$ cat src/rtl/mem_arbiter_pkg.sv
// Shared types for the main-memory port arbiter.
//   arb_state_e : arbiter FSM state (CPU-priority mode or inside a DMA burst)
//   arb_gnt_e   : which requester owns the memory port in the current cycle
//   DATA_W / ADDR_W / PERF_W : datapath, address and perf-counter widths
package mem_arbiter_pkg;

  typedef enum logic {
    ARB_CPU = 1'b0,
    ARB_DMA = 1'b1
  } arb_state_e;

  typedef enum logic [1:0] {
    GNT_NONE = 2'd0,
    GNT_CPU  = 2'd1,
    GNT_DMA  = 2'd2
  } arb_gnt_e;

  localparam int DATA_W = 16;
  localparam int ADDR_W = 16;
  localparam int PERF_W = 16;

endpackage

$ cat src/rtl/mem_arbiter_sat_counter.sv
// sat_counter: up-counter that saturates at MAX, with synchronous clear.
//   clk, rst : clock, asynchronous active-high reset (count -> 0)
//   inc      : count up by one unless already at MAX
//   clr      : clear to zero (wins over inc)
//   count    : current value, W bits
module sat_counter #(
  parameter int W   = 4,
  parameter int MAX = 15
) (
  input  logic         clk,
  input  logic         rst,
  input  logic         inc,
  input  logic         clr,
  output logic [W-1:0] count
);

  localparam logic [W-1:0] MAX_V = W'(MAX);

  always_ff @(posedge clk or posedge rst) begin
    if (rst) begin
      count <= '0;
    end else if (clr) begin
      count <= '0;
    end else if (inc && (count != MAX_V)) begin
      count <= count + 1'b1;
    end
  end

endmodule

$ cat src/rtl/mem_arbiter.sv
// mem_arbiter: shares the single main-memory port between pipeline stage 3
// (CPU) and a DMA/debug requester. CPU has priority; DMA may hold the port
// for a burst of up to MAX_BURST beats; a DMA beat refused STARVE_LIMIT
// times is forced through. halt_sys masks CPU requests so DMA owns the port.
//
// Handshake: the DMA side is valid/ready. A beat is presented with dma_valid
// and transfers in the cycle dma_ready is high; dma_valid/addr/wdata/wr/last
// must stay stable until then. Read data of an accepted read beat comes back
// on dma_rdata with a one-cycle dma_rvalid pulse in the following cycle.
// The CPU side has no ready: it sees cpu_stall and holds its request.
//
// Ports:
//   clk, rst                                 clock, async active-high reset
//   halt_sys                                 CPU halted, CPU requests ignored
//   cpu_req/cpu_wr/cpu_addr/cpu_wdata        stage-3 access
//   cpu_rdata, cpu_stall                     read data / stall to stage 3
//   dma_valid/dma_wr/dma_last/dma_addr/dma_wdata   DMA beat
//   dma_ready, dma_rdata, dma_rvalid         DMA accept / registered read data
//   mem_addr/mem_we/mem_wdata, mem_rdata     memory port (combinational read)
//   perf_cpu_stall, perf_dma_beats           performance counters
//   arb_state                                FSM state (1 = inside DMA burst)
//
// Build option: define ARB_PERF_EN to implement the saturating perf counters;
// otherwise both perf outputs are tied to zero.
module mem_arbiter
  import mem_arbiter_pkg::*;
#(
  parameter int STARVE_LIMIT = 4,
  parameter int MAX_BURST    = 8
) (
  input  logic        clk,
  input  logic        rst,
  input  logic        halt_sys,
  input  logic        cpu_req,
  input  logic        cpu_wr,
  input  logic [15:0] cpu_addr,
  input  logic [15:0] cpu_wdata,
  output logic [15:0] cpu_rdata,
  output logic        cpu_stall,
  input  logic        dma_valid,
  input  logic        dma_wr,
  input  logic        dma_last,
  input  logic [15:0] dma_addr,
  input  logic [15:0] dma_wdata,
  output logic        dma_ready,
  output logic [15:0] dma_rdata,
  output logic        dma_rvalid,
  output logic [15:0] mem_addr,
  output logic        mem_we,
  output logic [15:0] mem_wdata,
  input  logic [15:0] mem_rdata,
  output logic [15:0] perf_cpu_stall,
  output logic [15:0] perf_dma_beats,
  output logic        arb_state
);

  // A limit of 0 would give a zero-width counter; keep at least one bit.
  localparam int WAIT_W  = (STARVE_LIMIT < 1) ? 1 : $clog2(STARVE_LIMIT + 1);
  localparam int BURST_W = (MAX_BURST < 1) ? 1 : $clog2(MAX_BURST + 1);

  arb_state_e         state, next_state;
  arb_gnt_e           gnt;
  logic               creq;
  logic               cpu_gnt, dma_gnt;
  logic               wait_ok;
  logic               burst_end;
  logic [WAIT_W-1:0]  wait_cnt;
  logic [BURST_W-1:0] burst_cnt;

  assign creq    = cpu_req & ~halt_sys;
  assign wait_ok = (wait_cnt < WAIT_W'(STARVE_LIMIT));
  // burst_cnt counts beats already granted in this burst, so the beat
  // granted now is number burst_cnt+1.
  assign burst_end = (burst_cnt >= BURST_W'(MAX_BURST - 1));

  always_comb begin
    gnt        = GNT_NONE;
    next_state = state;
    unique case (state)
      ARB_CPU: begin
        // CPU also wins when nothing is waiting on the DMA side, otherwise a
        // saturated wait_cnt with an idle DMA would stall the CPU forever.
        if (creq && (wait_ok || !dma_valid)) begin
          gnt = GNT_CPU;
        end else if (dma_valid) begin
          gnt = GNT_DMA;
          if (!dma_last && (MAX_BURST > 1)) next_state = ARB_DMA;
        end
      end
      ARB_DMA: begin
        if (dma_valid) begin
          gnt = GNT_DMA;
          if (dma_last || burst_end) next_state = ARB_CPU;
        end else if (creq) begin
          gnt = GNT_CPU;  // bubble in the burst: lend the port to the CPU
        end
      end
      default: begin
        next_state = ARB_CPU;
      end
    endcase
  end

  assign cpu_gnt   = (gnt == GNT_CPU);
  assign dma_gnt   = (gnt == GNT_DMA);
  assign cpu_stall = creq & ~cpu_gnt;
  assign dma_ready = dma_gnt;
  assign cpu_rdata = mem_rdata;
  assign arb_state = (state == ARB_DMA);

  always_comb begin
    mem_addr  = '0;
    mem_wdata = '0;
    mem_we    = 1'b0;
    if (cpu_gnt) begin
      mem_addr  = cpu_addr;
      mem_wdata = cpu_wdata;
      mem_we    = cpu_wr;
    end else if (dma_gnt) begin
      mem_addr  = dma_addr;
      mem_wdata = dma_wdata;
      mem_we    = dma_wr;
    end
    if (rst) mem_we = 1'b0;
  end

  always_ff @(posedge clk or posedge rst) begin
    if (rst) begin
      state <= ARB_CPU;
    end else begin
      state <= next_state;
    end
  end

  always_ff @(posedge clk or posedge rst) begin
    if (rst) begin
      dma_rdata  <= '0;
      dma_rvalid <= 1'b0;
    end else begin
      dma_rvalid <= dma_gnt & ~dma_wr;
      if (dma_gnt && !dma_wr) dma_rdata <= mem_rdata;
    end
  end

  sat_counter #(.W(WAIT_W), .MAX(STARVE_LIMIT)) u_wait_cnt (
    .clk   (clk),
    .rst   (rst),
    .inc   (dma_valid & ~dma_gnt),
    .clr   (dma_gnt),
    .count (wait_cnt)
  );

  // Counts every DMA grant; cleared on the beat that closes the burst, so it
  // reads 1 after the opening beat and is back at 0 outside a burst.
  sat_counter #(.W(BURST_W), .MAX(MAX_BURST)) u_burst_cnt (
    .clk   (clk),
    .rst   (rst),
    .inc   (dma_gnt),
    .clr   (dma_gnt & (next_state == ARB_CPU)),
    .count (burst_cnt)
  );

`ifdef ARB_PERF_EN
  sat_counter #(.W(PERF_W), .MAX(16'hFFFF)) u_perf_stall (
    .clk   (clk),
    .rst   (rst),
    .inc   (cpu_stall),
    .clr   (1'b0),
    .count (perf_cpu_stall)
  );

  sat_counter #(.W(PERF_W), .MAX(16'hFFFF)) u_perf_beats (
    .clk   (clk),
    .rst   (rst),
    .inc   (dma_ready),
    .clr   (1'b0),
    .count (perf_dma_beats)
  );
`else
  assign perf_cpu_stall = '0;
  assign perf_dma_beats = '0;
`endif

endmodule
$ cat config.mk
export PLATFORM = sky130hd
export DESIGN_NAME = mem_arbiter
export DESIGN_NICKNAME = d
export VERILOG_FILES = /design/src/rtl/mem_arbiter_pkg.sv /design/src/rtl/mem_arbiter_sat_counter.sv /design/src/rtl/mem_arbiter.sv
export SDC_FILE = /design/constraint.sdc
export NUM_CORES = 1
export LEC_CHECK = 0
export ABC_AREA = 0
export CORE_MARGIN = 3
export CORE_UTILIZATION = 27
export CTS_CLUSTER_SIZE = 14
export DETAILED_ROUTE_END_ITERATION = 12
export GPL_TIMING_DRIVEN = 0
export PLACE_DENSITY = 0.84
export SYNTH_ARGS = -nofsm -noshare
export SYNTH_HDL_FRONTEND = slang
export SYNTH_SLANG_ARGS = --single-unit
$ cat constraint.sdc
create_clock -name clk -period 1.4 [get_ports clk]
set_input_delay 0.21 -clock clk [delete_from_list [all_inputs] [get_ports clk]]
set_output_delay 0.21 -clock clk [all_outputs]
set_load 0.02 [all_outputs]
==> flow_summary.toml, run 1 <==
[status]
status = "complete, but fails checks"
violations = "setup timing"

[clocking]
path_clk_slew_ns = 0.08
cts_hold_buf = 0
cts-htree-levels = 1
clock-sinks = 25
cts_tree = "built"
cts_made_buffers = 3
root_buffer = "clkbuf_8"
clock_latency_ns = 0.27
cts_buffer_depth = 2

[power_and_ir_drop]
p_sw_mw = 1.304
comb_power_share_pct = 58.9
ir_drop_mv = 0.3354
p_sw_share_pct = 37.00
intPower_mw = 2.219
power.total_mw = 3.523
p_per_area_mw_per_mm2 = 848.6
pwr-share-clk_pct = 12.0
p_leak_nw = 1.990
power_frac_seq_pct = 29.1

[global_routing]
antenna_found_initial = 0
grt_pass1_vias = 2116
grt_util_all_layers_pct = 15.41
grt_max_degree = 26
grt_pass1_wl_microns = 9632
grt_overflow = 0

[detailed_routing]
post_drt_wl_per_cell_microns = 14.58
dr.pass1.iters = 4
dr.first_iter.drc_count = 70
ant_nets = 0
drt-vias-per-instance = 4.439
drt-total-wl_microns = 6676
vias = 2033
drc = 0

[sta]
tns_ns = -21.54
slew_violations = 0
worst_pin_slew_ns = 0.5267
final-setup-viol-count = 55
final.setup.worst_slack_ns = -0.5663
skew_ns = 0.004480
fmax_mhz = 508.6
relSlewSlack_pct = 64.81
period_share_pct = 140.4
rsz0062_at_grt = "yes"
hold_ws_ns = 0.2668
final_hold_viol_count = 0
fin_crit_ns = 1.966

[hold_path]
min_path_cells = 2
hold_path.startpoint = "dma_valid"
worstHoldEndpoint = "arb_state$_DFF_PP0_"
holdCritPathClass = "in -> reg"

[critical_path]
crit_chain = "nor4b_4 > nor2_4 > buf_8 > a22o_4 > buf_2"
max_stage_delay_ns = 0.46
cp_slowest_cell = "dfrtp_2"
required_ns = 1.19
worstPathArrival_ns = 1.76
reg2reg_slack_ns = -0.17
rr_startpoint = "u_wait_cnt.count[2]$_DFFE_PP0P_"
rr_endpoint = "dma_rdata[6]$_DFFE_PP0P_"
rr_worst_depth = 5
critical_path.max_fanout = 10
start_kind = "register"
end_kind = "primary output"
critPathKind = "reg -> out"

[layout]
fillCellCount = 513
antenna_cells = 0
nets = 474
stdcell_area_sq_mm = 0.004151
drive_above_1_share_pct = 44.88
area_growth_pct = 124.8
final_util_pct = 63.92

[yosys]
synth_top_area_share_pct = 33.88
ys_warn_count = 0
synth_cells = 180
synth_top_area_cell = "dfrtp_1"
yosysSeqAreaShare_pct = 33.88
ys_top_cells_by_area = "dfrtp_1, buf_4, a22o_1, mux2_2, ha_1"
syn_area_sq_mm = 0.001847
synth-seq-cells = 25
synthDistinctLibCells = 33
syn_avg_cell_area_sq_um = 10.26

[placement]
place_area_sq_mm = 0.003909
hpwl_microns = 5493
gp_congestion = 0.8055
io_buffers = 155

[floorplanning]
initial_utilization_pct = 28.43
core_area_sq_mm = 0.006495
ios = 189
rows = 29
die_w_microns = 88.71
fp.dieH_microns = 88.71
die-area_sq_mm = 0.007869

[run]
cap_violations = 0
-- stage by stage --
stage | instances | setup WS (ns)
after global placement | 443 | -1.184
final | 458 | -0.5663
after floorplan | 211 | -0.2603
after global routing | 458 | -0.6175
after CTS | 456 | -0.5761
after detailed placement | 443 | -1.248
-- worst max path at each step --
| stage | from | end | slack (ns) |
|---|---|---|---|
| after global placement | halt_sys | mem_addr[1] | -1.18 |
| final | u_wait_cnt.count[2]$_DFFE_PP0P_ | mem_addr[0] | -0.57 |
| after floorplan | arb_state$_DFF_PP0_ | mem_wdata[10] | -0.26 |
| after detailed placement | halt_sys | mem_addr[5] | -1.25 |
| after global routing | u_wait_cnt.count[2]$_DFFE_PP0P_ | mem_addr[0] | -0.62 |
| after CTS | arb_state$_DFF_PP0_ | mem_addr[14] | -0.58 |
-- layout make-up --
cell class                      instances  area (sq um)  share of cell area, %
Inverter                                7         30.03                 0.7233
Multi-Input combinational cell        122          1229                  29.60
Tap cell                               77         96.34                  2.321
Buffer                                 56         455.4                  10.97
Clock buffer                            4         45.04                  1.085
Timing Repair Buffer                  167          1668                  40.17
Sequential cell                        25         628.1                  15.13
-- cells in the final DEF (no fill, tap or decap), drive strengths merged, types with 3 or more instances in the layout --
cell type / n
buf: 103
clkdlybuf4s50: 84
dlygate4sd2: 35
conb: 32
a22o: 32
dfrtp: 25
mux2: 16
inv: 6
nor2: 5
o21ai: 5
ha: 4
clkbuf: 4
o211ai: 3
nand3: 3
-- state kept, by name (all words and copies together), names as in the netlist --
register	cells
dma_rdata	16
arb_state	1
dma_rvalid	1
u_wait_cnt.count	3
u_burst_cnt.count	4
-- cell families (layout without fill, tap and decap cells) --
group	count (synthesis)	after routing	synth area share, %
other	1	32	0.2031
DFF	25	25	33.88
and+or+nand+nor	20	20	7.927
xor gates and xnor gates	1	1	0.4743
muxes	18	18	10.84
adders and majority gates	4	4	2.710
AOI/OAI and AO/OA	47	47	20.33
buffers and inverters	64	234	23.65
-- metal layers --
layer | up-vias | routed length, microns | global-route usage (%)
li1 | 975 | - | -
met1 | 919 | 2240 | 15.80
met2 | 131 | 3525 | 29.15
met3 | 8 | 806 | 5.680
met4 | 0 | 104 | 4.121
met5 | - | 0 | 0
-- critical path, delay by kind of cell, from the launching register on --
family / cells / cell delay (ns)
buf+inv: 2 / 0.32
flops: 1 / 0.46
compound gates: 1 / 0.23
simple gates: 2 / 0.48
-- cells in the mapped netlist --
master / number
mux2i_1: 2
and3b_1: 1
buf_4: 48
dfrtp_1: 25
xnor2_1: 1
o211ai_1: 3
o311a_1: 1
a22o_1: 32
o21ai_1: 1
mux2_2: 16
conb_1: 1
clkbuf_1: 1
buf_2: 7
nor3_4: 1
buf_6: 1
or2_2: 1
inv_1: 7
a211oi_1: 1
nand2_1: 2
or4b_1: 1
nor3b_1: 1
nor2b_1: 1
nor4b_4: 1
nand3_1: 3
nand4b_1: 1
a21boi_0: 1
nand3b_1: 2
o22ai_1: 2
o21ai_0: 4
ha_1: 4
a21oi_1: 2
nor2_1: 4
nor2_2: 1
-- power by group through the flow --
stage / registers, mW / logic (mW) / clock network (mW)
after floorplan: 1.16 / 1.00 / 0
after global placement: 1.05 / 1.94 / 0
after detailed placement: 1.05 / 1.98 / 0
after CTS: 1.02 / 2.02 / 0.433
after global routing: 1.06 / 2.22 / 0.461
final: 1.03 / 2.08 / 0.421
-- what timing repair did --
action / in CTS / in global routing
setup buffers: 10 / 3
gates resized for setup: 259 / 19
setup endpoints to repair: 94 / 62
pin swaps: 14 / 5
gates cloned: 1 / 0
(Power assumes the default switching activity.)
==> run 2: changes to the inputs <==
--- a/config.mk
+++ b/config.mk
@@ -8,6 +8,7 @@
 export ABC_AREA = 0
 export CORE_MARGIN = 3
 export CORE_UTILIZATION = 27
+export CTS_BUF_LIST = sky130_fd_sc_hd__clkbuf_8
 export CTS_CLUSTER_SIZE = 14
 export DETAILED_ROUTE_END_ITERATION = 12
 export GPL_TIMING_DRIVEN = 0
==> flow_summary.toml, run 2 (same netlist as run 1, synthesis figures left out) <==
[status]
status = "complete, but fails checks"
violations = "setup timing"

[layout]
drive_above_1_share_pct = 44.88
reg.largest.list = "dma_rdata: 16 flops, u_burst_cnt.count: 4 flops, u_wait_cnt.count: 3 flops"
top_register = "dma_rdata"
mostFrequentLayoutCell = "clkdlybuf4s50_1"
area_growth_pct = 124.8
nets = 474
mostFrequentLayoutCells = "clkdlybuf4s50_1, buf_4, buf_6"
antenna_cells = 0
largest_reg_flops = 16

[clocking]
clock-sinks = 25
cts_tree = "built"
root_buffer = "clkbuf_8"
path_clk_slew_ns = 0.08
cts_made_buffers = 3
cts_hold_buf = 0
cts_buffer_depth = 2
cts-htree-levels = 1
clock_latency_ns = 0.26

[placement]
io_buffers = 155
dp_slack_ns = -1.248
gp_congestion = 0.8055
hpwl_microns = 5493

[sta]
rsz0062_at_grt = "yes"
period_share_pct = 140.5
final_hold_viol_count = 0
relSlewSlack_pct = 64.76
skew_ns = 0.002819
final.setup.worst_slack_ns = -0.5666
fin_crit_ns = 1.967
fmax_mhz = 508.5
tns_ns = -21.54
worst_pin_slew_ns = 0.5275
slew_violations = 0
hold_ws_ns = 0.2682
final-setup-viol-count = 55

[detailed_routing]
post_drt_wl_per_cell_microns = 14.58
ant_nets = 0
drc = 0
drt-vias-per-instance = 4.419
dr.first_iter.drc_count = 70
drt-total-wl_microns = 6678
dr.pass1.iters = 4
vias = 2024

[global_routing]
grt_pass1_wl_microns = 9632
grt_max_degree = 26
antenna_found_initial = 0
grt_overflow = 0
grt_pass1_vias = 2116
grt_util_all_layers_pct = 15.41

[floorplanning]
initial_utilization_pct = 28.43
die-area_sq_mm = 0.007869
rows = 29
ios = 189
die_w_microns = 88.71
core_area_sq_mm = 0.006495
fp.dieH_microns = 88.71

[critical_path]
end_kind = "primary output"
rr_endpoint = "dma_rdata[6]$_DFFE_PP0P_"
critPathKind = "reg -> out"
crit_chain = "nor4b_4 > nor2_4 > buf_8 > a22o_4 > buf_2"
crit_family = "simple AND/OR/NAND/NOR gates"
worstPathArrival_ns = 1.76
cp-endpoint = "mem_addr[0]"
start_kind = "register"
reg2reg_slack_ns = -0.17
max_stage_delay_ns = 0.46
required_ns = 1.19
cp_slowest_cell = "dfrtp_2"
path_buf_inv = 2
crit_cells = 5
rr_startpoint = "u_wait_cnt.count[2]$_DFFE_PP0P_"
critical_path.max_fanout = 10
worstSetupStartpoint = "u_wait_cnt.count[2]$_DFFE_PP0P_"
rr_worst_depth = 5

[power_and_ir_drop]
p_per_area_mw_per_mm2 = 845.9
p_leak_nw = 1.994
ir_drop_mv = 0.3354
power.total_mw = 3.512

[run]
cap_violations = 0

[hold_path]
holdCritPathClass = "in -> reg"
run 2: power by group:
part	total [mW]	internal, mW	switching, mW
combinational	2.08	1.12	0.957
sequential	1.03	0.898	0.127
clock	0.411	0.196	0.215
run 2: area by class of cell:
class	count	area, sq um
Fill cell	513	2344
Timing Repair Buffer	167	1668
Multi-Input combinational cell	122	1229
Sequential cell	25	628.1
Buffer	56	455.4
Tap cell	77	96.34
Clock buffer	3	41.29
Inverter	7	30.03
Clock inverter	1	3.754
run 2: worst min-delay path by stage:
stage,from,endpoint,cells after the start
final,dma_valid,arb_state$_DFF_PP0_,2
after global placement,dma_rdata[5]$_DFFE_PP0P_,dma_rdata[5]$_DFFE_PP0P_,1
after detailed placement,dma_rdata[5]$_DFFE_PP0P_,dma_rdata[5]$_DFFE_PP0P_,1
after CTS,dma_valid,arb_state$_DFF_PP0_,2
after floorplan,rst,dma_rdata[0]$_DFFE_PP0P_,1
after global routing,dma_valid,arb_state$_DFF_PP0_,2
run 2: through the flow:
| step | utilization (%) | std cells | area [sq um] |
|---|---|---|---|
| 2_1_floorplan | - | 211 | 2261 |
| 3_3_place_gp | 60.18 | 443 | 3909 |
| 3_5_place_dp | 60.18 | 443 | 3909 |
| 4_1_cts | 62.61 | 456 | 4066 |
| 5_1_grt | 63.92 | 458 | 4151 |
| 6_report | 63.92 | 458 | 4151 |
run 2: per-layer routing:
| metal | vias to the layer above | GRT usage [%] | share of wire (%) |
|---|---|---|---|
| met5 | - | 0 | 0 |
| met4 | 0 | 4.121 | 1.6 |
| met3 | 8 | 5.680 | 12 |
| met2 | 125 | 29.15 | 53 |
| met1 | 917 | 15.80 | 34 |
| li1 | 974 | - | - |
run 2: repair_timing:
item,CTS,global route
resized for setup,259,19
pin swaps,14,5
setup buffers,10,3
cloned,1,0
hold endpoints to repair,0,0
endpoints found under the setup margin,94,62
==> run 3: changes to the inputs <==
--- a/config.mk
+++ b/config.mk
@@ -13,6 +13,7 @@
 export DETAILED_ROUTE_END_ITERATION = 12
 export GPL_TIMING_DRIVEN = 0
 export PLACE_DENSITY = 0.84
+export SETUP_SLACK_MARGIN = 0.3
 export SYNTH_ARGS = -nofsm -noshare
 export SYNTH_HDL_FRONTEND = slang
 export SYNTH_SLANG_ARGS = --single-unit
==> flow_summary.toml, run 3 (same netlist as run 1, synthesis figures left out) <==
[status]
status = "complete, but fails checks"
violations = "setup timing"

[floorplanning]
die-area_sq_mm = 0.007869
ios = 189
die_w_microns = 88.71
rows = 29
initial_utilization_pct = 28.43
fp.dieH_microns = 88.71
core_area_sq_mm = 0.006495

[layout]
drive_above_1_share_pct = 53.02
final_util_pct = 62.76
mostFrequentLayoutCell = "clkdlybuf4s50_1"
top_register = "dma_rdata"
antenna_cells = 0
fillCellCount = 531
largest_reg_flops = 16
area_growth_pct = 120.7
mostFrequentLayoutCells = "clkdlybuf4s50_1, buf_4, buf_6"
reg.largest.list = "dma_rdata: 16 flops, u_burst_cnt.count: 4 flops, u_wait_cnt.count: 3 flops"
nets = 474
fin_cells = 458

[sta]
slew_violations = 0
hold_ws_ns = 0.2232
worst_pin_slew_ns = 0.5598
final_hold_viol_count = 0
rsz0062_at_grt = "yes"
fin_crit_ns = 1.981
relSlewSlack_pct = 62.60
period_share_pct = 141.5
tns_ns = -24.51
final-setup-viol-count = 56
fmax_mhz = 504.7
skew_ns = 0.009735
final.setup.worst_slack_ns = -0.5814

[global_routing]
antenna_found_initial = 0
grt_pass1_vias = 2116
grt_max_degree = 26
grt_util_all_layers_pct = 16.45
grt_overflow = 0
grt_pass1_wl_microns = 10170

[placement]
hpwl_microns = 5714
dp_cells = 443
dp_slack_ns = -1.225
gp_congestion = 0.7800
io_buffers = 155

[critical_path]
crit_family = "simple AND/OR/NAND/NOR gates"
rr_worst_depth = 6
critPathKind = "reg -> out"
worstPathArrival_ns = 1.77
start_kind = "register"
cp_slowest_cell = "dfrtp_2"
critical_path.max_fanout = 10
crit_chain = "nor4b_4 > nor2_4 > buf_8 > a22o_4 > buf_6"
required_ns = 1.19
end_kind = "primary output"
path_buf_inv = 2
crit_cells = 5
max_stage_delay_ns = 0.46

[clocking]
clock-sinks = 25
root_buffer = "clkbuf_8"
cts_tree = "built"
cts-htree-levels = 1
cts_buffer_depth = 2
cts_made_buffers = 3
clock_latency_ns = 0.27
path_clk_slew_ns = 0.09
cts_hold_buf = 0

[hold_path]
holdCritPathClass = "in -> reg"
min_path_cells = 2

[detailed_routing]
vias = 2008
drt-vias-per-instance = 4.384
drc = 0
post_drt_wl_per_cell_microns = 15.45
drt-total-wl_microns = 7074
dr.first_iter.drc_count = 71
ant_nets = 0
dr.pass1.iters = 4

[run]
cap_violations = 0

[power_and_ir_drop]
p_per_area_mw_per_mm2 = 862.9
ir_drop_mv = 0.3101
p_leak_nw = 2.000
==> run 3: cell count changes in the layout (fill, tap and decap cells not counted), moves of 5 or more <==
cell             change
clkdlybuf4s50_1     -16
dlygate4sd2_1       -18
buf_6               +12
buf_4                +5
buf_2               +16
==> run 3: timing repair <==
action                                 4_1_cts  5_1_grt
pin swaps                                   14        4
endpoints found under the hold margin        0        0
setup endpoints to repair                  119       63
resized for setup                          391       30
buffers inserted                             8        2
cloned                                       1        0
==> run 3: layout make-up <==
type                       count  area [sq um]  share of cell area [%]
timing repair buffer         166          1604                   39.35
inverter                       7         30.03                  0.7366
clock inverter                 1         5.005                  0.1228
tap                           77         96.34                   2.363
clock buffer                   3         41.29                   1.013
buffer                        57         460.4                   11.30
multi-input combinational    122          1211                   29.71
sequential                    25         628.1                   15.41
==> run 3: report_power, final <==
part           switching [mW]  total [mW]  internal [mW]
clock network           0.222       0.421          0.199
logic                   0.969        2.06           1.10
registers               0.134        1.03          0.898
total                    1.32        3.52           2.19
==> run 3: final timing paths <==
| check | start | end | slack (ns) |
|---|---|---|---|
| worst min register to register | dma_rdata[6]$_DFFE_PP0P_ | dma_rdata[6]$_DFFE_PP0P_ | 0.51 |
| min in group asynchronous | rst | dma_rdata[12]$_DFFE_PP0P_ | 0.39 |
| worst max-delay path | u_wait_cnt.count[2]$_DFFE_PP0P_ | mem_addr[1] | -0.58 |
| worst min-delay path | mem_rdata[6] | dma_rdata[6]$_DFFE_PP0P_ | 0.22 |
| worst max register to register | u_wait_cnt.count[2]$_DFFE_PP0P_ | dma_rdata[11]$_DFFE_PP0P_ | -0.29 |
| max in group asynchronous | rst | u_wait_cnt.count[2]$_DFFE_PP0P_ | 0.66 |
==> run 3: worst register-to-register path, delay by kind of cell, from the launching register on <==
kind                   cells  cell delay (ns)
multiplexers               1             0.27
flip-flops                 1             0.46
buffers and inverters      3             0.42
AND/OR/NAND/NOR            2             0.42
==> run 3: per-stage QoR <==
step / power, mW / area [sq um]
2_1_floorplan: 2.164 / 2261
3_3_place_gp: 2.984 / 3909
3_5_place_dp: 3.044 / 3909
4_1_cts: 3.458 / 3971
5_1_grt: 3.744 / 4076
6_report: 3.517 / 4076
==> run 3: routing by layer <==
layer | global-route usage [%] | up-vias | wire length, microns
li1 | - | 975 | -
met1 | 17.95 | 917 | 2390
met2 | 30.77 | 112 | 3859
met3 | 5.214 | 2 | 780
met4 | 3.709 | 2 | 36
met5 | 0 | - | 6
